$ cat src/rtl/multicycle_ctrl_if.sv
// Control/datapath bundle for the multicycle controller: opcode and memory
// handshake in, datapath enables/selects and status out.
interface multicycle_ctrl_if #(
    parameter int unsigned OP_W = 6
);
    logic [OP_W-1:0] op_i;
    logic            mem_ready_i;
    logic            mem_read_o;
    logic            mem_write_o;
    logic            iord_o;
    logic            ir_write_o;
    logic            pc_write_o;
    logic            pc_write_cond_o;
    logic            branch_ne_o;
    logic [1:0]      pc_source_o;
    logic            alu_src_a_o;
    logic [1:0]      alu_src_b_o;
    logic [2:0]      alu_op_o;
    logic            reg_dst_o;
    logic            mem_to_reg_o;
    logic            reg_write_o;
    logic            illegal_o;
    logic            mem_timeout_o;
    logic [3:0]      state_o;
    logic [31:0]     cycle_cnt_o;
    logic [31:0]     instr_cnt_o;

    modport master (
        input  op_i, mem_ready_i,
        output mem_read_o, mem_write_o, iord_o, ir_write_o, pc_write_o,
               pc_write_cond_o, branch_ne_o, pc_source_o, alu_src_a_o,
               alu_src_b_o, alu_op_o, reg_dst_o, mem_to_reg_o, reg_write_o,
               illegal_o, mem_timeout_o, state_o, cycle_cnt_o, instr_cnt_o
    );

    modport slave (
        output op_i, mem_ready_i,
        input  mem_read_o, mem_write_o, iord_o, ir_write_o, pc_write_o,
               pc_write_cond_o, branch_ne_o, pc_source_o, alu_src_a_o,
               alu_src_b_o, alu_op_o, reg_dst_o, mem_to_reg_o, reg_write_o,
               illegal_o, mem_timeout_o, state_o, cycle_cnt_o, instr_cnt_o
    );
endinterface

$ cat src/rtl/multicycle_ctrl.sv
// Moore control FSM sequencing the multicycle datapath, with memory-wait timeout.
// Optional performance counters are built when PERF_CNT_EN is defined.
module multicycle_ctrl #(
    parameter int unsigned MEM_WAIT_MAX = 15,
    parameter int unsigned OP_W         = 6
) (
    input  logic                clk_i,
    input  logic                rst_n,
    multicycle_ctrl_if.master   bus
);
    localparam int unsigned WAIT_W = (MEM_WAIT_MAX < 2) ? 1 : $clog2(MEM_WAIT_MAX + 1);

    localparam logic [OP_W-1:0] OP_R    = OP_W'(6'b000000);
    localparam logic [OP_W-1:0] OP_ADDI = OP_W'(6'b001000);
    localparam logic [OP_W-1:0] OP_LUI  = OP_W'(6'b001111);
    localparam logic [OP_W-1:0] OP_LW   = OP_W'(6'b100011);
    localparam logic [OP_W-1:0] OP_SW   = OP_W'(6'b101011);
    localparam logic [OP_W-1:0] OP_BEQ  = OP_W'(6'b000100);
    localparam logic [OP_W-1:0] OP_BNE  = OP_W'(6'b000101);
    localparam logic [OP_W-1:0] OP_J    = OP_W'(6'b000010);

    typedef enum logic [3:0] {
        FETCH    = 4'd0,
        DECODE   = 4'd1,
        MEM_ADDR = 4'd2,
        MEM_RD   = 4'd3,
        MEM_WB   = 4'd4,
        MEM_WR   = 4'd5,
        R_EXEC   = 4'd6,
        R_WB     = 4'd7,
        BRANCH   = 4'd8,
        JUMP     = 4'd9,
        I_EXEC   = 4'd10,
        I_WB     = 4'd11,
        LUI_WB   = 4'd12
    } state_e;

    state_e              state_q, state_d;
    logic [WAIT_W-1:0]   wait_q, wait_d;
    logic                waiting_c;
    logic                timeout_c;

    // Handshake states; the timeout fires on the MEM_WAIT_MAX-th idle cycle unless ready arrives.
    assign waiting_c = (state_q == FETCH) || (state_q == MEM_RD) || (state_q == MEM_WR);
    assign timeout_c = (MEM_WAIT_MAX != 0) && waiting_c && !bus.mem_ready_i &&
                       (wait_q == WAIT_W'(MEM_WAIT_MAX - 1));

    always_ff @(posedge clk_i) begin
        if (!rst_n) begin
            state_q <= FETCH;
            wait_q  <= '0;
        end else begin
            state_q <= state_d;
            wait_q  <= wait_d;
        end
    end

    // Next state; the wait counter only survives while holding in a handshake state.
    always_comb begin
        state_d = state_q;
        wait_d  = '0;
        case (state_q)
            FETCH: begin
                if (bus.mem_ready_i)  state_d = DECODE;
                else if (!timeout_c)  wait_d  = wait_q + WAIT_W'(1);
            end
            DECODE: begin
                case (bus.op_i)
                    OP_LW, OP_SW:   state_d = MEM_ADDR;
                    OP_R:           state_d = R_EXEC;
                    OP_ADDI:        state_d = I_EXEC;
                    OP_LUI:         state_d = LUI_WB;
                    OP_BEQ, OP_BNE: state_d = BRANCH;
                    OP_J:           state_d = JUMP;
                    default:        state_d = FETCH;
                endcase
            end
            MEM_ADDR: state_d = (bus.op_i == OP_SW) ? MEM_WR : MEM_RD;
            MEM_RD: begin
                if (bus.mem_ready_i)  state_d = MEM_WB;
                else if (timeout_c)   state_d = FETCH;
                else                  wait_d  = wait_q + WAIT_W'(1);
            end
            MEM_WR: begin
                if (bus.mem_ready_i || timeout_c) state_d = FETCH;
                else                              wait_d  = wait_q + WAIT_W'(1);
            end
            R_EXEC:  state_d = R_WB;
            I_EXEC:  state_d = I_WB;
            default: state_d = FETCH;
        endcase
    end

    // Per-state datapath controls; everything is held low while reset is asserted.
    always_comb begin
        bus.mem_read_o      = 1'b0;
        bus.mem_write_o     = 1'b0;
        bus.iord_o          = 1'b0;
        bus.ir_write_o      = 1'b0;
        bus.pc_write_o      = 1'b0;
        bus.pc_write_cond_o = 1'b0;
        bus.branch_ne_o     = 1'b0;
        bus.pc_source_o     = 2'b00;
        bus.alu_src_a_o     = 1'b0;
        bus.alu_src_b_o     = 2'b00;
        bus.alu_op_o        = 3'b000;
        bus.reg_dst_o       = 1'b0;
        bus.mem_to_reg_o    = 1'b0;
        bus.reg_write_o     = 1'b0;
        bus.illegal_o       = 1'b0;
        bus.mem_timeout_o   = 1'b0;
        if (rst_n) begin
            bus.mem_timeout_o = timeout_c;
            case (state_q)
                FETCH: begin
                    bus.mem_read_o  = 1'b1;
                    bus.alu_src_b_o = 2'b01;
                    bus.ir_write_o  = bus.mem_ready_i;
                    bus.pc_write_o  = bus.mem_ready_i;
                end
                DECODE: begin
                    bus.alu_src_b_o = 2'b11;
                    case (bus.op_i)
                        OP_R, OP_ADDI, OP_LUI, OP_LW, OP_SW,
                        OP_BEQ, OP_BNE, OP_J: bus.illegal_o = 1'b0;
                        default:              bus.illegal_o = 1'b1;
                    endcase
                end
                MEM_ADDR: begin
                    bus.alu_src_a_o = 1'b1;
                    bus.alu_src_b_o = 2'b10;
                end
                MEM_RD: begin
                    bus.mem_read_o = 1'b1;
                    bus.iord_o     = 1'b1;
                end
                MEM_WB: begin
                    bus.reg_write_o  = 1'b1;
                    bus.mem_to_reg_o = 1'b1;
                end
                MEM_WR: begin
                    bus.mem_write_o = 1'b1;
                    bus.iord_o      = 1'b1;
                end
                R_EXEC: begin
                    bus.alu_src_a_o = 1'b1;
                    bus.alu_op_o    = 3'b010;
                end
                R_WB: begin
                    bus.reg_write_o = 1'b1;
                    bus.reg_dst_o   = 1'b1;
                end
                I_EXEC: begin
                    bus.alu_src_a_o = 1'b1;
                    bus.alu_src_b_o = 2'b10;
                end
                I_WB:   bus.reg_write_o = 1'b1;
                LUI_WB: begin
                    bus.alu_op_o    = 3'b011;
                    bus.reg_write_o = 1'b1;
                end
                BRANCH: begin
                    bus.alu_src_a_o     = 1'b1;
                    bus.alu_op_o        = 3'b001;
                    bus.pc_write_cond_o = 1'b1;
                    bus.pc_source_o     = 2'b01;
                    bus.branch_ne_o     = (bus.op_i == OP_BNE);
                end
                JUMP: begin
                    bus.pc_write_o  = 1'b1;
                    bus.pc_source_o = 2'b10;
                end
                default: bus.mem_read_o = 1'b0;
            endcase
        end
    end

    assign bus.state_o = state_q;

`ifdef PERF_CNT_EN
    logic [31:0] cycle_cnt_q;
    logic [31:0] instr_cnt_q;

    // Every exit back to FETCH retires one instruction, including illegal/timeout exits.
    always_ff @(posedge clk_i) begin
        if (!rst_n) begin
            cycle_cnt_q <= '0;
            instr_cnt_q <= '0;
        end else begin
            cycle_cnt_q <= cycle_cnt_q + 32'd1;
            if (state_d == FETCH && state_q != FETCH) instr_cnt_q <= instr_cnt_q + 32'd1;
        end
    end

    assign bus.cycle_cnt_o = cycle_cnt_q;
    assign bus.instr_cnt_o = instr_cnt_q;
`else
    assign bus.cycle_cnt_o = 32'd0;
    assign bus.instr_cnt_o = 32'd0;
`endif
endmodule
$ cat src/flat_wrapper.sv
// flat-port wrapper written by rule: the top's interface ports become plain ports
module multicycle_ctrl_flat 
#(
    parameter int unsigned MEM_WAIT_MAX = 15,
    parameter int unsigned OP_W         = 6
)
  (clk_i, rst_n, bus_op_i, bus_mem_ready_i, bus_mem_read_o, bus_mem_write_o, bus_iord_o, bus_ir_write_o, bus_pc_write_o, bus_pc_write_cond_o, bus_branch_ne_o, bus_pc_source_o, bus_alu_src_a_o, bus_alu_src_b_o, bus_alu_op_o, bus_reg_dst_o, bus_mem_to_reg_o, bus_reg_write_o, bus_illegal_o, bus_mem_timeout_o, bus_state_o, bus_cycle_cnt_o, bus_instr_cnt_o);
  multicycle_ctrl_if #(.OP_W(OP_W)) bus_i ();
  input  logic clk_i;
  input  logic rst_n;
  input wire logic [$bits(bus_i.op_i)-1:0] bus_op_i;
  input wire logic [$bits(bus_i.mem_ready_i)-1:0] bus_mem_ready_i;
  output wire logic [$bits(bus_i.mem_read_o)-1:0] bus_mem_read_o;
  output wire logic [$bits(bus_i.mem_write_o)-1:0] bus_mem_write_o;
  output wire logic [$bits(bus_i.iord_o)-1:0] bus_iord_o;
  output wire logic [$bits(bus_i.ir_write_o)-1:0] bus_ir_write_o;
  output wire logic [$bits(bus_i.pc_write_o)-1:0] bus_pc_write_o;
  output wire logic [$bits(bus_i.pc_write_cond_o)-1:0] bus_pc_write_cond_o;
  output wire logic [$bits(bus_i.branch_ne_o)-1:0] bus_branch_ne_o;
  output wire logic [$bits(bus_i.pc_source_o)-1:0] bus_pc_source_o;
  output wire logic [$bits(bus_i.alu_src_a_o)-1:0] bus_alu_src_a_o;
  output wire logic [$bits(bus_i.alu_src_b_o)-1:0] bus_alu_src_b_o;
  output wire logic [$bits(bus_i.alu_op_o)-1:0] bus_alu_op_o;
  output wire logic [$bits(bus_i.reg_dst_o)-1:0] bus_reg_dst_o;
  output wire logic [$bits(bus_i.mem_to_reg_o)-1:0] bus_mem_to_reg_o;
  output wire logic [$bits(bus_i.reg_write_o)-1:0] bus_reg_write_o;
  output wire logic [$bits(bus_i.illegal_o)-1:0] bus_illegal_o;
  output wire logic [$bits(bus_i.mem_timeout_o)-1:0] bus_mem_timeout_o;
  output wire logic [$bits(bus_i.state_o)-1:0] bus_state_o;
  output wire logic [$bits(bus_i.cycle_cnt_o)-1:0] bus_cycle_cnt_o;
  output wire logic [$bits(bus_i.instr_cnt_o)-1:0] bus_instr_cnt_o;
  assign bus_i.op_i = bus_op_i;
  assign bus_i.mem_ready_i = bus_mem_ready_i;
  assign bus_mem_read_o = bus_i.mem_read_o;
  assign bus_mem_write_o = bus_i.mem_write_o;
  assign bus_iord_o = bus_i.iord_o;
  assign bus_ir_write_o = bus_i.ir_write_o;
  assign bus_pc_write_o = bus_i.pc_write_o;
  assign bus_pc_write_cond_o = bus_i.pc_write_cond_o;
  assign bus_branch_ne_o = bus_i.branch_ne_o;
  assign bus_pc_source_o = bus_i.pc_source_o;
  assign bus_alu_src_a_o = bus_i.alu_src_a_o;
  assign bus_alu_src_b_o = bus_i.alu_src_b_o;
  assign bus_alu_op_o = bus_i.alu_op_o;
  assign bus_reg_dst_o = bus_i.reg_dst_o;
  assign bus_mem_to_reg_o = bus_i.mem_to_reg_o;
  assign bus_reg_write_o = bus_i.reg_write_o;
  assign bus_illegal_o = bus_i.illegal_o;
  assign bus_mem_timeout_o = bus_i.mem_timeout_o;
  assign bus_state_o = bus_i.state_o;
  assign bus_cycle_cnt_o = bus_i.cycle_cnt_o;
  assign bus_instr_cnt_o = bus_i.instr_cnt_o;
  multicycle_ctrl #(.MEM_WAIT_MAX(MEM_WAIT_MAX), .OP_W(OP_W)) u_core (.clk_i(clk_i), .rst_n(rst_n), .bus(bus_i));
endmodule
$ cat config.mk
export PLATFORM = sky130hd
export DESIGN_NAME = multicycle_ctrl_flat
export DESIGN_NICKNAME = d
export VERILOG_FILES = /design/src/rtl/multicycle_ctrl_if.sv /design/src/rtl/multicycle_ctrl.sv /design/src/flat_wrapper.sv
export SDC_FILE = /design/constraint.sdc
export NUM_CORES = 1
export LEC_CHECK = 0
export CAP_MARGIN = 30
export CORE_AREA = 2 2 66 68
export DETAILED_ROUTE_END_ITERATION = 8
export DIE_AREA = 0 0 68 70
export HOLD_SLACK_MARGIN = 0.05
export PLACE_DENSITY = 0.88
export SLEW_MARGIN = 0
export SYNTH_ARGS = -nofsm -noshare
export SYNTH_HDL_FRONTEND = slang
export SYNTH_SLANG_ARGS = --single-unit
$ cat constraint.sdc
create_clock -name clk_i -period 1.7 [get_ports clk_i]
set_input_delay 0.255 -clock clk_i [delete_from_list [all_inputs] [get_ports clk_i]]
set_output_delay 0.255 -clock clk_i [all_outputs]
set_load 0.05 [all_outputs]
* Yosys cells after proc, flatten, opt, wreduce, memory -nomap -nowiden *
Cells that the tools add are included.

cells by class
  add/sub/neg operators = 1
  $mul = 0
  div/mod/pow operators = 0
  order comparisons = 0
  equal/unequal tests = 23
  shifts and indexed selects = 0
  muxes and demuxes = 43
  bitwise operators = 0
  reductions and logical operators = 17

operators by type and width
  operator             number
  $mux 4               7
  $pmux 4 s7           1
  $mux 1               25
  $eq 4x4->1 const B   6
  $pmux 4 s6           1
  $eq 4x3->1 const B   4
  $eq 6x3->1 const B   2
  $eq 6x4->1 const B   2
  $eq 6x6->1 const B   2
  $pmux 2 s3           2
  $reduce_or 2->1      5
  $eq 4x2->1 const B   2
  $pmux 4 s2           1
  $reduce_or 4->1      2
  $reduce_or 8->1      1
  $eq 6x2->1 const B   1
  $logic_not 6->1      1
  $mux 3               2
  $add 4x1->4 const B  1
  $eq 4x1->1 const B   1
  $logic_not 4->1      1
  $mux 2               2
  $ne 2x2->1 const B   2
  $pmux 2 s2           1
  other kinds (6)      9

word-level totals
  flip-flop bits (word level) = 8
  bits in latches = 0
  bits in writable memories = 0
  ROM bits = 0
  input bits = 9
  output and inout bits = 88
  logic and storage cells = 86
  memories kept = 0

* Logic depth before layout (Yosys ltp) *
Gate-level depths: netlist (run 1).

  depth in word-level cells = 8
  depth in mapped cells = 6
  gate-level depth less buffers = 6

* Least setup slack after synthesis (run 1) *
No wires, ideal clock.

  path type = reg2out
  start point = reg u_core.state_q[2] (netlist: u_core.bus.state_o[2])
  end point = out bus_mem_read_o
  arrival = 2.564 ns
  setup slack = -1.119 ns
  stages on the path, launching flop included = 5
  buffers on the path = 1
  path through = dfxtp_1 buf_4 inv_1 nand2_1 nor4_1

on the way
  longest elaborated chain between the ends = 4
  elaborated cells between the ends (all ways) = 5

ends and longest elaborated chain
  element                                               line                    source
  start, declared                                       multicycle_ctrl.sv:38   state_e state_q, state_d;
  start signal, assigned                                multicycle_ctrl.sv:53   state_q <= state_d;
  $eq 4x2->1 / $logic_not 4->1 (equally long branches)  multicycle_ctrl.sv:114  case (state_q)
  $reduce_or 2->1 (no line) *                           --
  $mux 1 *                                              multicycle_ctrl.sv:114
  $mux 1 *                                              multicycle_ctrl.sv:112  if (rst_n) begin
  end, declared                                         flat_wrapper.sv:13      output wire logic [$bits(bus_i.mem_read_o)-1:0] bus_mem_read_o;

Mark *: on every way between the ends. The rest lies on a longest branch, timed or not.

* Worst setup path after layout (run 1) *
  start point = reg u_core.state_q[2] (netlist: u_core.bus.state_o[2])
  end point = out bus_mem_timeout_o

on the way
  longest elaborated chain between the ends = 6
  elaborated cells between the ends (all ways) = 8

ends and longest elaborated chain
  element                                               line                    source
  $eq 4x2->1 / $logic_not 4->1 (equally long branches)  multicycle_ctrl.sv:44   assign waiting_c = (state_q == FETCH) || (state_q == MEM_RD) || (state_q == MEM_WR);
  $logic_or 1x1->1                                      multicycle_ctrl.sv:44
  $logic_or 1x1->1 *                                    multicycle_ctrl.sv:44
  $logic_and 1x1->1 * (2 in a row)                      multicycle_ctrl.sv:45   assign timeout_c = (MEM_WAIT_MAX != 0) && waiting_c && !bus.mem_ready_i &&
  $mux 1 *                                              multicycle_ctrl.sv:112
  end, declared                                         flat_wrapper.sv:28      output wire logic [$bits(bus_i.mem_timeout_o)-1:0] bus_mem_timeout_o;

Marked as above.

==> results.toml, run 1 <==
[run_status]
status = "finished with violations"
failed_checks = "negative setup slack"

[route]
drt_iter0_drc = 31
drt-pass1-iter-count = 4
wire_per_inst_um = 10.91
wirelength_um = 3337
vias = 1316
ant_nets = 0
drc = 0
drt-vias-per-instance = 4.301

[timing]
fin_tns_setup_ns = -0.01113
hold_violations = 0
period_minus_slack_ns = 1.711
finalMaxSlewViolations = 0
rsz0062_at_grt = "yes"
layout_setup_ws_ns = -0.01113
fmax_ghz = 0.5844
setup_viol = 1
min_period_over_period = 1.007
fin_skew_ns = 0.007140

[yosys]
syn_area_um2 = 1348
ys_ff_latch = 8
synth_common_cells = "68 x buf_4, 19 x nor2_1, 15 x nand2_1, 8 x dfxtp_1, 5 x nand2b_1"
synth_edf_count = 0
synthTopCellsByArea = "buf_4 38%, dfxtp_1 12%, nor2_1 5.3%"
syn_inst = 186
syn_area_per_cell_um2 = 7.245
yosysTopAreaCellShare = 0.3788
yosys_warnings = 0
synth_cell_types = 46
synthFlopType = "dfxtp_1"
synth.most_common_cell = "buf_4"
ys_seq_area_frac = 0.1188
async_reset_ff_frac = 0
yosysTopAreaCell = "buf_4"

[cells_and_area]
finalInstanceArea_um2 = 2166
layout.cells.non_filler = 306
nets = 266
final_util = 0.5226
n_antenna_cell = 0
fill_cells = 393
syn_to_final_growth_pct = 60.72
drive_gt1_frac = 0.4370

[placement]
dp.cells = 284
hpwlAfterDp_um = 2438
preCtsSetupSlack_ns = -0.3672
routabilityCongestion = 0.8361
port_buffers = 31
placed_area_um2 = 1926

[power]
leakage_nw = 1.025
ir_drop_uv = 343.9
p_per_area_nw_per_um2 = 863.8

[floorplan]
rows = 24
core_area_um2 = 4144
initial_core_util = 0.3252
dieArea_um2 = 4760
die_h_um = 70
ios = 97
die_w_um = 68

[hold_path]
hold_class = "reg2reg"
hold_depth = 1

[critical_path]
path_depth = 6
endpoint_kind = "output port"
cp_num_buf_inv = 2
worst-path-max-fanout = 5
worstSetupPathType = "reg2out"
cp_common_cell = "buf_12"
rr_worst_depth = 6
r2r_slack_ns = 0.31
arrival_ns = 1.46
cp_slowest_stage_delay_ns = 0.36
worstPathCellList = "buf_12 -> xor2_4 -> and2_4 -> o211ai_1 -> nor2_2 -> buf_12"
start_kind = "flip-flop"
crit_slowest_cell = "dfxtp_4"
cp.required_ns = 1.44
cp_top_family = "flip-flops"

[clocking]
cts.sinks = 8
cts_buffers = 3
cts_buffer_depth = 2
clockRootBuffer = "clkbuf_8"
htreeDepth = 1
path_clk_slew_ns = 0.04
cts_tree = "done"
clk_latency_ns = 0.23
postCtsHoldBufs = 0

[grt]
grt_pass1_vias = 1154
grt_antenna_before_repair = 0
grt_first_pass_wirelength_um = 5064
overflow = 0
grt_util_all_layers = 0.1341
grt_max_degree = 19

[flow_run]
cap_violations = 0
worst reg2reg max path: stages, from the launching register on:
cell and delay, ns:
dfxtp_4 0.39, buf_4 0.16, nor3_4 0.18, buf_4 0.15, a31oi_1 0.05, o41ai_1 0.27, a31oi_1 0.06
metal layers:
layer  wire length (um)  part of all wire  global-route usage
met5                  0                 0                   0
met4                 61             0.018             0.05333
met3                302             0.091             0.01932
met2               1697              0.51              0.2287
met1               1276              0.38              0.1644
layout make-up:
cell class	instances	area, um2	share of cell area
clock buffers	4	45.04	0.02080
inverters	3	11.26	0.005199
multi-input cells	166	1045	0.4824
flip-flops and latches	8	175.2	0.08088
well taps	52	65.06	0.03004
repair buffers	73	824.5	0.3807
placed cells by master (no fill, tap or decap), drive strengths merged, types with 3 or more instances in the layout:
master	Yosys	layout
conb	1	65
dfxtp	8	8
nor3	4	4
xor2	4	4
nand2	15	15
nand3	4	4
a21o	3	3
a21oi	4	4
buf	73	65
clkbuf	0	8
nand2b	6	6
a31oi	4	4
and3	4	4
and2	3	3
nor2	20	20
inv	3	3
through the flow:
stage                     hold WS, ns  power, mW
after CTS                      0.4740      1.736
after detailed placement       0.4652      1.437
after floorplan                0.4297      1.223
after global routing           0.4889      1.971
final                          0.4636      1.871
after global placement         0.4436      1.426
final timing paths:
check	endpoint	start
worst min-delay path	u_core.wait_q[0]	u_core.wait_q[0]
worst max-delay path	bus_mem_timeout_o	u_core.bus.state_o[2]
worst min register to register	u_core.wait_q[0]	u_core.wait_q[0]
worst max register to register	u_core.bus.state_o[2]	u_core.bus.state_o[0]
registers in the layout, summed over array words and instances (netlist names):
signal,cells
u_core.wait_q,4
u_core.bus.state_o,4
repair_timing:
item	in CTS	in global routing
setup endpoints to repair	14	11
buffers inserted	8	11
resized for setup	15	21
pin swaps	3	9
where the power goes:
part           leakage [nW]  switching [mW]  total, mW  internal, mW
clock                0.0228          0.0758      0.238         0.163
sequential           0.0680          0.0543      0.269         0.215
combinational         0.935           0.847       1.36         0.517
cells by family (layout without fill, tap and decap cells):
logic type | Yosys count | after routing | share of synthesized area
AO/OA/AOI/OAI | 27 | 27 | 0.1504
XOR/XNOR | 5 | 5 | 0.03808
adder cells (fa/ha/maj) | 2 | 2 | 0.01857
buffers and inverters | 76 | 80 | 0.4104
flip-flops | 8 | 8 | 0.1188
other | 1 | 65 | 0.002783
AND/OR/NAND/NOR | 67 | 67 | 0.2609
Power figures use the tool's default switching activity.
==> run 2, diff against run 1 <==
- CAP_MARGIN: 30 -> default
==> results of run 2 <==
Final layout, timing and power as in run 1 (identical DEF).
